==> src/rtl/clk_div_ctrl_if.sv <==
// Divisor configuration handshake for clk_div_ctrl.
// The master offers cfg_div with cfg_valid; the slave accepts it when cfg_ready is high.
interface clk_div_ctrl_if #(
  parameter int DIV_W = 8
) ();
  logic             cfg_valid;
  logic [DIV_W-1:0] cfg_div;
  logic             cfg_ready;

  modport master (
    output cfg_valid,
    output cfg_div,
    input  cfg_ready
  );

  modport slave (
    input  cfg_valid,
    input  cfg_div,
    output cfg_ready
  );
endinterface

==> src/rtl/clk_div_ctrl.sv <==
// Programmable clock divider with start/stop sequencing and a divisor config port.
// Divisor and stop changes land only on period boundaries, so clk_out never has runt pulses.
module clk_div_ctrl #(
  parameter int DIV_W       = 8,
  parameter int DEFAULT_DIV = 4
) (
  input  logic          clk,
  input  logic          rst_n,
  input  logic          start,
  input  logic          stop,
  clk_div_ctrl_if.slave cfg,
  output logic          clk_out,
  output logic          rise_tick,
  output logic          fall_tick,
  output logic          running,
  output logic          cfg_err
);

  typedef enum logic [1:0] {
    S_IDLE,
    S_RUN_HI,
    S_RUN_LO
  } state_t;

  localparam logic [DIV_W-1:0] LP_DEF = DIV_W'(DEFAULT_DIV);
  localparam logic [DIV_W-1:0] LP_ONE = DIV_W'(1);
  localparam logic [DIV_W-1:0] LP_TWO = DIV_W'(2);

  state_t           r_state;
  state_t           w_state_nxt;
  logic [DIV_W-1:0] r_active_div;
  logic [DIV_W-1:0] w_active_nxt;
  logic [DIV_W-1:0] r_pend_div;
  logic [DIV_W-1:0] w_pend_nxt;
  logic             r_pend_full;
  logic             w_pend_full_nxt;
  logic             r_stop_pend;
  logic             w_stop_pend_nxt;
  logic [DIV_W-1:0] r_cnt;
  logic [DIV_W-1:0] w_cnt_nxt;
  logic             r_clk_out;
  logic             w_clk_nxt;
  logic             r_rise;
  logic             w_rise_nxt;
  logic             r_fall;
  logic             w_fall_nxt;
  logic             r_cfg_err;
  logic             w_err_nxt;

  logic             w_cfg_ready;
  logic             w_xfer;
  logic             w_legal;
  logic [DIV_W-1:0] w_hi_len;
  logic [DIV_W-1:0] w_lo_len;
  logic             w_hi_last;
  logic             w_lo_last;

  assign w_cfg_ready = ~r_pend_full;
  assign w_xfer      = cfg.cfg_valid & w_cfg_ready;
  assign w_legal     = cfg.cfg_div >= LP_TWO;
  assign w_hi_len    = r_active_div >> 1;
  assign w_lo_len    = r_active_div - w_hi_len;
  assign w_hi_last   = r_cnt == (w_hi_len - LP_ONE);
  assign w_lo_last   = r_cnt == (w_lo_len - LP_ONE);

  always_comb begin
    w_state_nxt     = r_state;
    w_active_nxt    = r_active_div;
    w_pend_nxt      = r_pend_div;
    w_pend_full_nxt = r_pend_full;
    w_stop_pend_nxt = r_stop_pend;
    w_cnt_nxt       = r_cnt;
    w_clk_nxt       = r_clk_out;
    w_rise_nxt      = 1'b0;
    w_fall_nxt      = 1'b0;
    w_err_nxt       = w_xfer & ~w_legal;

    unique case (r_state)
      S_IDLE: begin
        w_clk_nxt       = 1'b0;
        w_stop_pend_nxt = 1'b0;
        // A value parked on the stopping boundary edge lands here.
        if (r_pend_full) begin
          w_active_nxt    = r_pend_div;
          w_pend_full_nxt = 1'b0;
        end
        if (w_xfer && w_legal) begin
          w_active_nxt = cfg.cfg_div;
        end
        if (start && !stop) begin
          w_state_nxt = S_RUN_HI;
          w_cnt_nxt   = '0;
          w_clk_nxt   = 1'b1;
          w_rise_nxt  = 1'b1;
        end
      end

      S_RUN_HI: begin
        if (stop) begin
          w_stop_pend_nxt = 1'b1;
        end
        if (w_xfer && w_legal) begin
          w_pend_nxt      = cfg.cfg_div;
          w_pend_full_nxt = 1'b1;
        end
        if (w_hi_last) begin
          w_state_nxt = S_RUN_LO;
          w_cnt_nxt   = '0;
          w_clk_nxt   = 1'b0;
          w_fall_nxt  = 1'b1;
        end else begin
          w_cnt_nxt = r_cnt + LP_ONE;
        end
      end

      S_RUN_LO: begin
        if (stop) begin
          w_stop_pend_nxt = 1'b1;
        end
        if (w_xfer && w_legal) begin
          w_pend_nxt      = cfg.cfg_div;
          w_pend_full_nxt = 1'b1;
        end
        if (w_lo_last) begin
          w_cnt_nxt = '0;
          // Period boundary: only place active_div may change while running.
          if (r_pend_full) begin
            w_active_nxt    = r_pend_div;
            w_pend_full_nxt = 1'b0;
          end
          if (r_stop_pend || stop) begin
            w_state_nxt     = S_IDLE;
            w_stop_pend_nxt = 1'b0;
            w_clk_nxt       = 1'b0;
          end else begin
            w_state_nxt = S_RUN_HI;
            w_clk_nxt   = 1'b1;
            w_rise_nxt  = 1'b1;
          end
        end else begin
          w_cnt_nxt = r_cnt + LP_ONE;
        end
      end

      default: begin
        w_state_nxt = S_IDLE;
        w_clk_nxt   = 1'b0;
      end
    endcase
  end

  always_ff @(posedge clk or negedge rst_n) begin
    if (!rst_n) begin
      r_state      <= S_IDLE;
      r_active_div <= LP_DEF;
      r_pend_div   <= '0;
      r_pend_full  <= 1'b0;
      r_stop_pend  <= 1'b0;
      r_cnt        <= '0;
      r_clk_out    <= 1'b0;
      r_rise       <= 1'b0;
      r_fall       <= 1'b0;
      r_cfg_err    <= 1'b0;
    end else begin
      r_state      <= w_state_nxt;
      r_active_div <= w_active_nxt;
      r_pend_div   <= w_pend_nxt;
      r_pend_full  <= w_pend_full_nxt;
      r_stop_pend  <= w_stop_pend_nxt;
      r_cnt        <= w_cnt_nxt;
      r_clk_out    <= w_clk_nxt;
      r_rise       <= w_rise_nxt;
      r_fall       <= w_fall_nxt;
      r_cfg_err    <= w_err_nxt;
    end
  end

  assign cfg.cfg_ready = w_cfg_ready;
  assign clk_out       = r_clk_out;
  assign rise_tick     = r_rise;
  assign fall_tick     = r_fall;
  assign running       = r_state != S_IDLE;
  assign cfg_err       = r_cfg_err;

endmodule
==> src/flat_wrapper.sv <==
// flat-port wrapper written by rule: the top's interface ports become plain ports
module clk_div_ctrl_flat 
#(
  parameter int DIV_W       = 8,
  parameter int DEFAULT_DIV = 4
)
  (clk, rst_n, start, stop, clk_out, rise_tick, fall_tick, running, cfg_err, cfg_cfg_valid, cfg_cfg_div, cfg_cfg_ready);
  clk_div_ctrl_if #(.DIV_W(DIV_W)) cfg_i ();
  input  logic clk;
  input  logic rst_n;
  input  logic start;
  input  logic stop;
  output logic clk_out;
  output logic rise_tick;
  output logic fall_tick;
  output logic running;
  output logic cfg_err;
  input wire logic [$bits(cfg_i.cfg_valid)-1:0] cfg_cfg_valid;
  input wire logic [$bits(cfg_i.cfg_div)-1:0] cfg_cfg_div;
  output wire logic [$bits(cfg_i.cfg_ready)-1:0] cfg_cfg_ready;
  assign cfg_i.cfg_valid = cfg_cfg_valid;
  assign cfg_i.cfg_div = cfg_cfg_div;
  assign cfg_cfg_ready = cfg_i.cfg_ready;
  clk_div_ctrl #(.DIV_W(DIV_W), .DEFAULT_DIV(DEFAULT_DIV)) u_core (.clk(clk), .rst_n(rst_n), .start(start), .stop(stop), .cfg(cfg_i), .clk_out(clk_out), .rise_tick(rise_tick), .fall_tick(fall_tick), .running(running), .cfg_err(cfg_err));
endmodule
==> config.mk <==
export PLATFORM = sky130hd
export DESIGN_NAME = clk_div_ctrl_flat
export DESIGN_NICKNAME = d
export VERILOG_FILES = /design/src/rtl/clk_div_ctrl_if.sv /design/src/rtl/clk_div_ctrl.sv /design/src/flat_wrapper.sv
export SDC_FILE = /design/constraint.sdc
export NUM_CORES = 1
export LEC_CHECK = 0
export ABC_AREA = 1
export CORE_MARGIN = 5
export CORE_UTILIZATION = 45
export DETAILED_ROUTE_END_ITERATION = 10
export PLACE_DENSITY = 0.6
export SYNTH_ARGS = -nofsm -noshare
export SYNTH_HDL_FRONTEND = slang
export SYNTH_SLANG_ARGS = --single-unit
==> constraint.sdc <==
create_clock -name clk -period 2.8 [get_ports clk]
set_clock_uncertainty 0.1 [all_clocks]
set_input_delay 0.56 -clock clk [delete_from_list [all_inputs] [get_ports clk]]
set_output_delay 0.56 -clock clk [all_outputs]
set_load 0.005 [all_outputs]
==> results of run 1 <==
==> power by group through the flow <==
stage                     clock network [mW]  registers (mW)  logic (mW)
after global placement                     0           0.795        2.23
after CTS                              0.371           0.789        2.27
after detailed placement                   0           0.798        2.26
final                                  0.352           0.793        2.24
after floorplan                            0           0.736        1.84
after global routing                   0.395           0.823        2.59
==> sequential cells by signal, indices dropped and copies added, names as in the netlist <==
signal	flops
u_core.r_cnt	8
u_core.r_stop_pend	1
u_core.r_pend_full	1
u_core.r_pend_div	8
u_core.fall_tick	1
u_core.rise_tick	1
u_core.clk_out	1
u_core.r_state	2
u_core.cfg_err	1
u_core.r_active_div	8
==> how the worst max path moves through the flow <==
| stage | start | endpoint | cells after the start |
|---|---|---|---|
| after floorplan | u_core.r_active_div[1]$_DFFE_PN0P_ | u_core.r_active_div[7]$_DFFE_PN0P_ | 14 |
| after global placement | u_core.r_active_div[1]$_DFFE_PN0P_ | u_core.r_active_div[3]$_DFFE_PN0P_ | 13 |
| after detailed placement | u_core.r_active_div[1]$_DFFE_PN0P_ | u_core.r_cnt[2]$_DFFE_PN0P_ | 13 |
| after CTS | u_core.r_active_div[1]$_DFFE_PN0P_ | u_core.r_active_div[0]$_DFFE_PN0P_ | 13 |
| after global routing | u_core.r_active_div[1]$_DFFE_PN0P_ | u_core.r_active_div[4]$_DFFE_PN0P_ | 13 |
| final | u_core.r_active_div[1]$_DFFE_PN0P_ | u_core.r_active_div[5]$_DFFE_PN0P_ | 13 |
==> metal layers <==
| metal | wire length [um] | up-vias | part of all wire, % | GRT usage [%] |
|---|---|---|---|---|
| met5 | 0 | - | 0 | 0 |
| met4 | 58 | 0 | 1.0 | 5.47 |
| met3 | 166 | 4 | 3.0 | 3.79 |
| met2 | 2450 | 27 | 44 | 26.1 |
| met1 | 2860 | 987 | 52 | 23.1 |
| li1 | - | 1173 | - | - |
==> cell families after synthesis <==
group | count (synthesis) | share of synthesized area (%)
AO/OA/AOI/OAI | 49 | 11.1
buffers and inverters | 58 | 8.92
flip-flops | 32 | 31.6
AND/OR/NAND/NOR | 178 | 30.7
adder cells (fa/ha/maj) | 24 | 12.1
XOR/XNOR | 16 | 5.52
==> placed cells by master, fill, tap and decap left out, types with 5 or more instances in the layout <==
cell type,synthesis,layout
nor3_1,6,6
clkdlybuf4s50_1,0,18
a21oi_1,5,5
inv_2,6,6
clkbuf_8,0,5
inv_1,44,44
nand2_2,6,6
xor2_1,11,11
o21ai_2,7,7
xnor2_1,5,5
nand2_1,106,106
o21ai_0,32,32
nor2_1,20,20
ha_1,23,23
dfrtp_1,31,30
nand3_1,27,27
==> through the flow <==
step,utilization (%),hold slack [ns],power (mW),std cells,cell area [sq um]
final,52.4,0.384,3.39,452,2890
after global routing,52.4,0.418,3.81,452,2890
after CTS,52.4,0.388,3.43,452,2890
after detailed placement,50.8,0.369,3.06,444,2800
after global placement,50.8,0.362,3.03,444,2800
after floorplan,-,0.164,2.58,357,2540
==> timing repair <==
item | in CTS | in global routing
resized for setup | 0 | 1
endpoints found under the setup margin | 0 | 12
hold endpoints to repair | 0 | 0
==> area by class of cell <==
type	instances	area (sq um)
Clock buffer	5	68.8
Fill cell	562	2620
Tap cell	72	90.1
Timing Repair Buffer	20	195
Clock inverter	3	18.8
Sequential cell	32	803
Multi-Input combinational cell	267	1510
Inverter	53	199
==> worst reg2reg max path, stage by stage (launching register included) <==
cell and delay [ns]:
dfrtp_2 0.45, inv_1 0.16, ha_1 0.20, fa_1 0.43, xnor2_1 0.16, nand2_1 0.07, nor2_1 0.15, nand3_2 0.09
nor2_2 0.13, nand2_4 0.10, nand2_4 0.10, o21ai_4 0.15, nand2_1 0.13, o21ai_2 0.05
==> run metrics, run 1 <==
Hold Vio Cnt, Final 0; Crit Path Max Fanout 16; sequential fraction of the synthesis area 31.6%; WP buf/inv 1; Ys Warns 0; Yosys top cell by area dfrtp_1; clock power share 10.4%; wire per inst 12.2 um; total wire length 5530 um; final worst slack 0.208 ns; GRT Total Usage 16.8%; Crit-path slowest cell dfrtp_2; gr ovfl total 0; switching share of power 51.6%; crit-path cells inv_1 -> ha_1 -> fa_1 -> xnor2_1 -> nand2_1 -> nor2_1 -> nand3_2 -> nor2_2 -> nand2_4 -> nand2_4 -> o21ai_4 -> nand2_1 -> o21ai_2; outcome completed; Initial DRT Pass Iterations 4; critical path startpoint category register; CTS Buffer Depth 2; Yosys top cell area share 30.5%; Hold Path Origin u_core.clk_out$_DFFE_PN0P_; synth top area cells dfrtp_1 31%, nand2_1 16%, ha_1 11%; io pins 19; Max Cap Violations 0; PwrDens 1170 mW/mm^2; first-pass GRT wire length 9720 um; Initial Utilization 46.1%; DRC Markers 0; Clock Latency Late Sink 0.29 ns; 1st-iter DRT viols 88; Commonest cells post-synth 106 x nand2_1, 44 x inv_1, 32 x o21ai_0, 31 x dfrtp_1, 27 x nand3_1; CTS tree built; number of flops mapped to enable cells by yosys 0; family with the most delay on the worst path simple AND/OR/NAND/NOR gates; cells after synthesis 357; Antenna Nets Post-Route 0; FF+latch count, synth 32; clock sinks 32; R2R cell count 13; Comb pwr share 66.2%; Worst Path Required 2.86 ns; Sum Neg Setup Slack 0 ns; Setup CP Type reg2reg; Post-CTS Setup Bufs 0; Unique masters post-synth 30; Tcrit/Tclk final 92.6%; Hold Crit Class reg2reg; main flop type after synthesis dfrtp_1; Die ar. 0.00725 sq mm; highest clock rate 386 MHz; Leak Pwr 1.47 nW; GP Congestion 0.817; Worst R2R Setup Slack 0.21 ns; Power Internal 1.64 mW; Hold EP u_core.clk_out$_DFFE_PN0P_; dpl ws 0.140 ns; Worst R2R Start u_core.r_active_div[1]$_DFFE_PN0P_; Final Setup Violations 0; cts hold-fix bufs 0; DP Wirelength 4380 um; core area 0.00551 sq mm; CTS clock-pin slew for the worst setup and hold paths 0.07 ns; Num CTS Buffers 5; share of cells above drive strength 1 10.0%; Rows 27; Reg power frac 23.4%; initial antenna violation count 0; asr flop ratio synth 100%; Antenna Cells 0; critical path's largest stage delay 0.45 ns; CP arrival 2.65 ns; syn avg cell area 7.11 sq um; drt via density 4.85; Final nets 416; Root Buffer clkbuf_8; Synth Cell Area 0.00254 sq mm; fin. max-slew vios 0; syn nets 394; largest net degree at the start of global routing 33; reg2reg end u_core.r_active_div[5]$_DFFE_PN0P_; Worst VDD drop 517 uV; max_slew headroom 48.4%; die height 85.1 um; IO Port Bufs 18; CTS H-tree lvls 2; unrepaired setup endpoints after global routing false; Final Critical Period 2.59 ns; Syn-to-layout area delta 13.6%; worst hold stages 2; switching pwr 1.75 mW; most frequent cell after synthesis nand2_1; measured slew at the worst slew-check pin 0.771 ns; number of global-route vias before repair 2058; Die Width 85.1 um; crit end category register; via count 2191
No activity file was read; power rests on OpenSTA's default activity.
==> run 2, diff against run 1 <==
==> constraint.sdc (replaced) <==
create_clock -name clk -period 2.95 [get_ports clk]
set_clock_uncertainty 0.1 [all_clocks]
set_input_delay 0.59 -clock clk [delete_from_list [all_inputs] [get_ports clk]]
set_output_delay 0.59 -clock clk [all_outputs]
set_load 0.005 [all_outputs]
==> run 2 against run 1 <==
Compared with the run above:
- first-iteration DRC count rose by 43%
- highest routed layer unchanged
- setup slack better by 0.11 ns
- global-route usage fell by 0.46 points
- clock power increased by 19%
- die area is the same
- sequential power fell by 4.9%
- register-to-register slack gained 0.11 ns
- flip-flop and latch count is the same
==> run metrics, run 2 (synthesis results as in run 1) <==
CP arrival 2.69 ns; DRC Markers 0; worst setup path endpoint u_core.r_active_div[0]$_DFFE_PN0P_; Die Width 85.1 um; family with the most delay on the worst path simple AND/OR/NAND/NOR gates; initial antenna violation count 0; Crit path depth 13; DP Wirelength 4340 um; cts repair resizes 0; Initial DRT Pass Iterations 5; Final nets 416; CTS Buffer Depth 2; via count 2198; Hold Path Origin u_core.clk_out$_DFFE_PN0P_; crit-path cells inv_1 -> ha_1 -> fa_1 -> xnor2_1 -> nand2_1 -> nor2_1 -> nand3_2 -> nor2_2 -> nand2_4 -> nand2_4 -> o21ai_4 -> nand2_1 -> o21ai_2; leading cell type in the layout, fill and taps excluded nand2_1; critical path's largest stage delay 0.50 ns; Leak Pwr 1.48 nW; Worst R2R Setup Slack 0.31 ns; commonest cells after routing, fill and taps aside 106 x nand2_1, 44 x inv_1, 32 x o21ai_0; clock sinks 32; WP buf/inv 1; Worst VDD drop 552 uV; Crit-path slowest cell fa_1; die height 85.1 um; number of global-route vias before repair 2100; Filler cells 586; Clock Latency Late Sink 0.29 ns; outcome completed; Final Setup Violations 0; R2R cell count 13; reg2reg end u_core.r_active_div[0]$_DFFE_PN0P_; PwrDens 1130 mW/mm^2; CTS tree built; 1st-iter DRT viols 126; highest clock rate 379 MHz; measured slew at the worst slew-check pin 0.738 ns; Hold Crit Class reg2reg; first-pass GRT wire length 9650 um; unrepaired setup endpoints after global routing false; Max Cap Violations 0; dpl cells 444; Tcrit/Tclk final 89.4%; Syn-to-layout area delta 14.5%; wire per inst 12.1 um; share of cells above drive strength 1 9.74%; Post-CTS Setup Bufs 0; max_slew headroom 50.6%; Worst R2R Start u_core.r_active_div[1]$_DFFE_PN0P_; Root Buffer clkbuf_8; area taken by flip-flops and latches 802 sq um; drt via density 4.86; Hold Vio Cnt, Final 0; Sum Neg Setup Slack 0 ns; top flop regs u_core.r_active_div x8, u_core.r_cnt x8, u_core.r_pend_div x8; GP Congestion 0.829; Final Critical Period 2.64 ns; area of the multi-input gates 0.00151 sq mm; cts hold-fix bufs 0; Worst Path Required 3.01 ns; fin. max-slew vios 0; CTS clock-pin slew for the worst setup and hold paths 0.08 ns; fin cells 452; Critical path origin u_core.r_active_div[1]$_DFFE_PN0P_; crit end category register; Power, Total 3.30 mW; Crit Path Max Fanout 16; Antenna Nets Post-Route 0; Initial Utilization 46.1%; Setup CP Type reg2reg; io pins 19; Antenna Cells 0; Num CTS Buffers 5; largest net degree at the start of global routing 33; Rows 27; Die ar. 0.00725 sq mm; CTS H-tree lvls 2; IO Port Bufs 18; GRT Total Usage 16.3%; critical path startpoint category register; gr ovfl total 0; total wire length 5460 um; core area 0.00551 sq mm
==> run 2: power by group <==
| part | internal (mW) | leakage (nW) | switching [mW] |
|---|---|---|---|
| Sequential | 0.597 | 0.414 | 0.157 |
| Clock | 0.250 | 0.0541 | 0.170 |
| Combinational | 0.795 | 1.01 | 1.33 |
==> run 2: layout make-up <==
type                            count  share of cell area, %
Clock buffer                        5                   2.37
Clock inverter                      3                   1.46
Inverter                           53                   6.84
Multi-Input combinational cell    267                   52.0
Sequential cell                    32                   27.6
Tap cell                           72                   3.10
Timing Repair Buffer               20                   6.71
==> run 2: how the worst min path moves through the flow <==
stage	depth (start not counted)	slack (ns)	endpoint
CTS	2	0.38	u_core.clk_out$_DFFE_PN0P_
global route	2	0.41	u_core.r_pend_div[5]$_DFFE_PN0P_
finish	2	0.38	u_core.clk_out$_DFFE_PN0P_
detailed placement	2	0.36	u_core.clk_out$_DFFE_PN0P_
floorplan	0	0.19	u_core.cfg_err$_DFF_PN0_
global placement	2	0.37	u_core.clk_out$_DFFE_PN0P_
==> run 2: worst min-delay path, cell delays in order, from the launching register on <==
cell and delay (ns):
dfrtp_1 0.35, nand2_1 0.05, nand2_1 0.04
==> run 2: metal layers <==
metal / vias up / part of all wire [%] / global-route usage (%)
met4: 0 / 1.4 / 4.60
li1: 1171 / - / -
met3: 6 / 3.8 / 3.40
met5: - / 0 / 0
met2: 36 / 45 / 25.8
met1: 985 / 50 / 22.5
==> run 2: stage by stage <==
| stage | util (%) | hold slack [ns] | instance area (sq um) | setup WS, ns |
|---|---|---|---|---|
| after floorplan | - | 0.194 | 2540 | 0.525 |
| after global placement | 50.8 | 0.366 | 2800 | 0.304 |
| after detailed placement | 50.8 | 0.365 | 2800 | 0.307 |
| after CTS | 52.8 | 0.384 | 2910 | 0.276 |
| after global routing | 52.8 | 0.408 | 2910 | 0.0460 |
| final | 52.8 | 0.379 | 2910 | 0.313 |
==> run 3, diff against run 2 <==
--- a/config.mk
+++ b/config.mk
@@ -10,6 +10,7 @@
 export CORE_UTILIZATION = 45
 export DETAILED_ROUTE_END_ITERATION = 10
 export PLACE_DENSITY = 0.6
+export SKIP_LAST_GASP = 1
 export SYNTH_ARGS = -nofsm -noshare
 export SYNTH_HDL_FRONTEND = slang
 export SYNTH_SLANG_ARGS = --single-unit
==> results of run 3 <==
Final layout, timing and power as in run 2 (identical DEF).
==> patch, RTL diff (settings of run 3) <==
`DIV_W` is set to 8 in 3 places; all go to 9.
--- a/src/rtl/clk_div_ctrl_if.sv
+++ b/src/rtl/clk_div_ctrl_if.sv
@@ -2,5 +2,5 @@
 // The master offers cfg_div with cfg_valid; the slave accepts it when cfg_ready is high.
 interface clk_div_ctrl_if #(
-  parameter int DIV_W = 8
+  parameter int DIV_W = 9
 ) ();
   logic             cfg_valid;
--- a/src/rtl/clk_div_ctrl.sv
+++ b/src/rtl/clk_div_ctrl.sv
@@ -2,5 +2,5 @@
 // Divisor and stop changes land only on period boundaries, so clk_out never has runt pulses.
 module clk_div_ctrl #(
-  parameter int DIV_W       = 8,
+  parameter int DIV_W       = 9,
   parameter int DEFAULT_DIV = 4
 ) (
--- a/src/flat_wrapper.sv
+++ b/src/flat_wrapper.sv
@@ -2,5 +2,5 @@
 module clk_div_ctrl_flat 
 #(
-  parameter int DIV_W       = 8,
+  parameter int DIV_W       = 9,
   parameter int DEFAULT_DIV = 4
 )
Ports: changed (resized cfg_cfg_div); port bits go from 19 to 20. The function was not compared with the original's and may differ.
==> patch against run 3 <==
Wire length increased by 22%. Total power increased by 7.1%. Core utilization decreased by 1.6 points. Setup slack improved by 0.040 ns. Sequential power increased by 5.2%. Sequential cell count increased by 3. Design area increased by 11%. Global-route usage increased by 0.93 points. Synthesized cell count increased by 18%. Critical path depth decreased by 1. Synthesized area increased by 14%. First-iteration DRC count increased by 24%. Largest cell class unchanged. Largest power group unchanged.
==> patch: results (changes against run 3) <==
fill cell total of the finished layout 645 (+10%); number of antenna violations at the first check in global routing 0 (unchanged); final net count 480 (+15%); vias in the first global route 2483 (+18%); Max VDD drop 0.000492 V (-11%); run status complete, no violations; largest net degree at the start of global routing 36 (+9.1%); wire length of the first global-routing pass 11.8 mm (+22%); post-DR wirelength/cell 12.9 µm (+6.5%); register area share after synthesis 30.2% (-1.4 points); DR iter-0 viols 156 (+24%); All-Layer GR Usage 17.3% (+0.93 points); Placer Congestion 0.932 (+13%); library cells used by synthesis 35 (+17%); type of the tightest min-delay check primary input to async pin; sum of net half-perimeters after detailed placement 5.21 mm (+20%); list of most frequent post-synthesis cells 139 x nand2_1, 56 x inv_1, 37 x nand3_1; Worst Setup Slack post-DPL 0.355 ns (+0.0487 ns); leakage component of the power 1.71 nW (+16%); top fanout value on the critical path 18 (+2); share of post-route cells with drive strength above 1 7.94% (-1.8 points); leading post-synthesis cells by cell area dfrtp_1 29%, nand2_1 18%, ha_1 11%; largest registers ranked by flip-flop count u_core.r_active_div (9), u_core.r_cnt (9), u_core.r_pend_div (9); TritonRoute pass-1 iters 4 (-1); area of the multi-input gates 1740 µm² (+15%); Clk Latency, worst-skew pair 0.29 ns (about the same); Synthesized Nets 461 (+17%); worst slew pin tran 0.815 ns (+0.0768 ns)
==> patch: cell count changes after synthesis, sizes merged, moves of 3 or more <==
cell / before / now
inv: 50 / 60
dfrtp: 31 / 34
nand3b: 1 / 4
nand3: 29 / 38
nand2: 114 / 144
o21ai: 44 / 38
nor2: 22 / 25
clkbuf: 3 / 6
==> patch: critical path, cell delays in order (launching register included) <==
cell     delay [ns]
dfstp_2        0.55
inv_1          0.12
ha_1           0.34
o21ai_1        0.32
nand3_1        0.16
nand3_1        0.11
nand3_1        0.10
nor2_2         0.13
nand3_2        0.10
nand2_4        0.13
nand2_4        0.16
nand2_1        0.11
o21ai_2        0.05
==> patch: final cells by class <==
| class | instances | share of cell area, % |
|---|---|---|
| clock buffer | 6 | 2.25 |
| clock inverter | 2 | 0.387 |
| inverter | 61 | 7.08 |
| multi-input combinational | 316 | 54.0 |
| sequential | 35 | 27.1 |
| tap | 77 | 2.98 |
| timing repair buffer | 21 | 6.19 |
==> patch: final timing paths <==
check | cells after the start | slack [ns] | startpoint | endpoint
max | 12 | 0.35 | u_core.r_active_div[2] | u_core.r_active_div[5]
min | 1 | 0.29 | rst_n | u_core.r_active_div[3]
max reg2reg | 12 | 0.35 | u_core.r_active_div[2] | u_core.r_active_div[5]
min reg2reg | 2 | 0.38 | u_core.clk_out | u_core.clk_out
max in group asynchronous | 1 | 1.94 | rst_n | u_core.r_cnt[3]
min in group clk | 2 | 0.38 | u_core.clk_out | u_core.clk_out
==> patch: cells by family (layout without fill, tap and decap cells) <==
family / Yosys count / after routing / share of synthesized area (%)
DFF: 35 / 35 / 30.2
buffers and inverters: 70 / 90 / 9.70
adders and majority gates: 26 / 26 / 11.5
AOI/OAI and AO/OA: 48 / 48 / 9.96
and+or+nand+nor: 225 / 225 / 33.5
xor gates and xnor gates: 17 / 17 / 5.13
==> patch: metal layers <==
layer / part of all wire, % / routed length, µm / GRT usage [%]
met1: 49 / 3290 / 23.9
met2: 46 / 3080 / 27.7
met3: 3.0 / 203 / 3.17
met4: 1.5 / 97 / 4.47
met5: 0 / 0 / 0
==> patch: power by group <==
group	internal (mW)	switching, mW	total, mW
Combinational	0.894	1.49	2.39
Sequential	0.649	0.144	0.793
Clock	0.165	0.187	0.352
Total	1.71	1.83	3.53
==> patch: metrics by stage <==
step	instance area, µm²	hold WS (ns)	cells
after global routing	3230	0.357	518
after detailed placement	3150	0.365	510
after global placement	3150	0.368	510
final	3230	0.286	518
after CTS	3230	0.315	518
after floorplan	2900	0.194	421
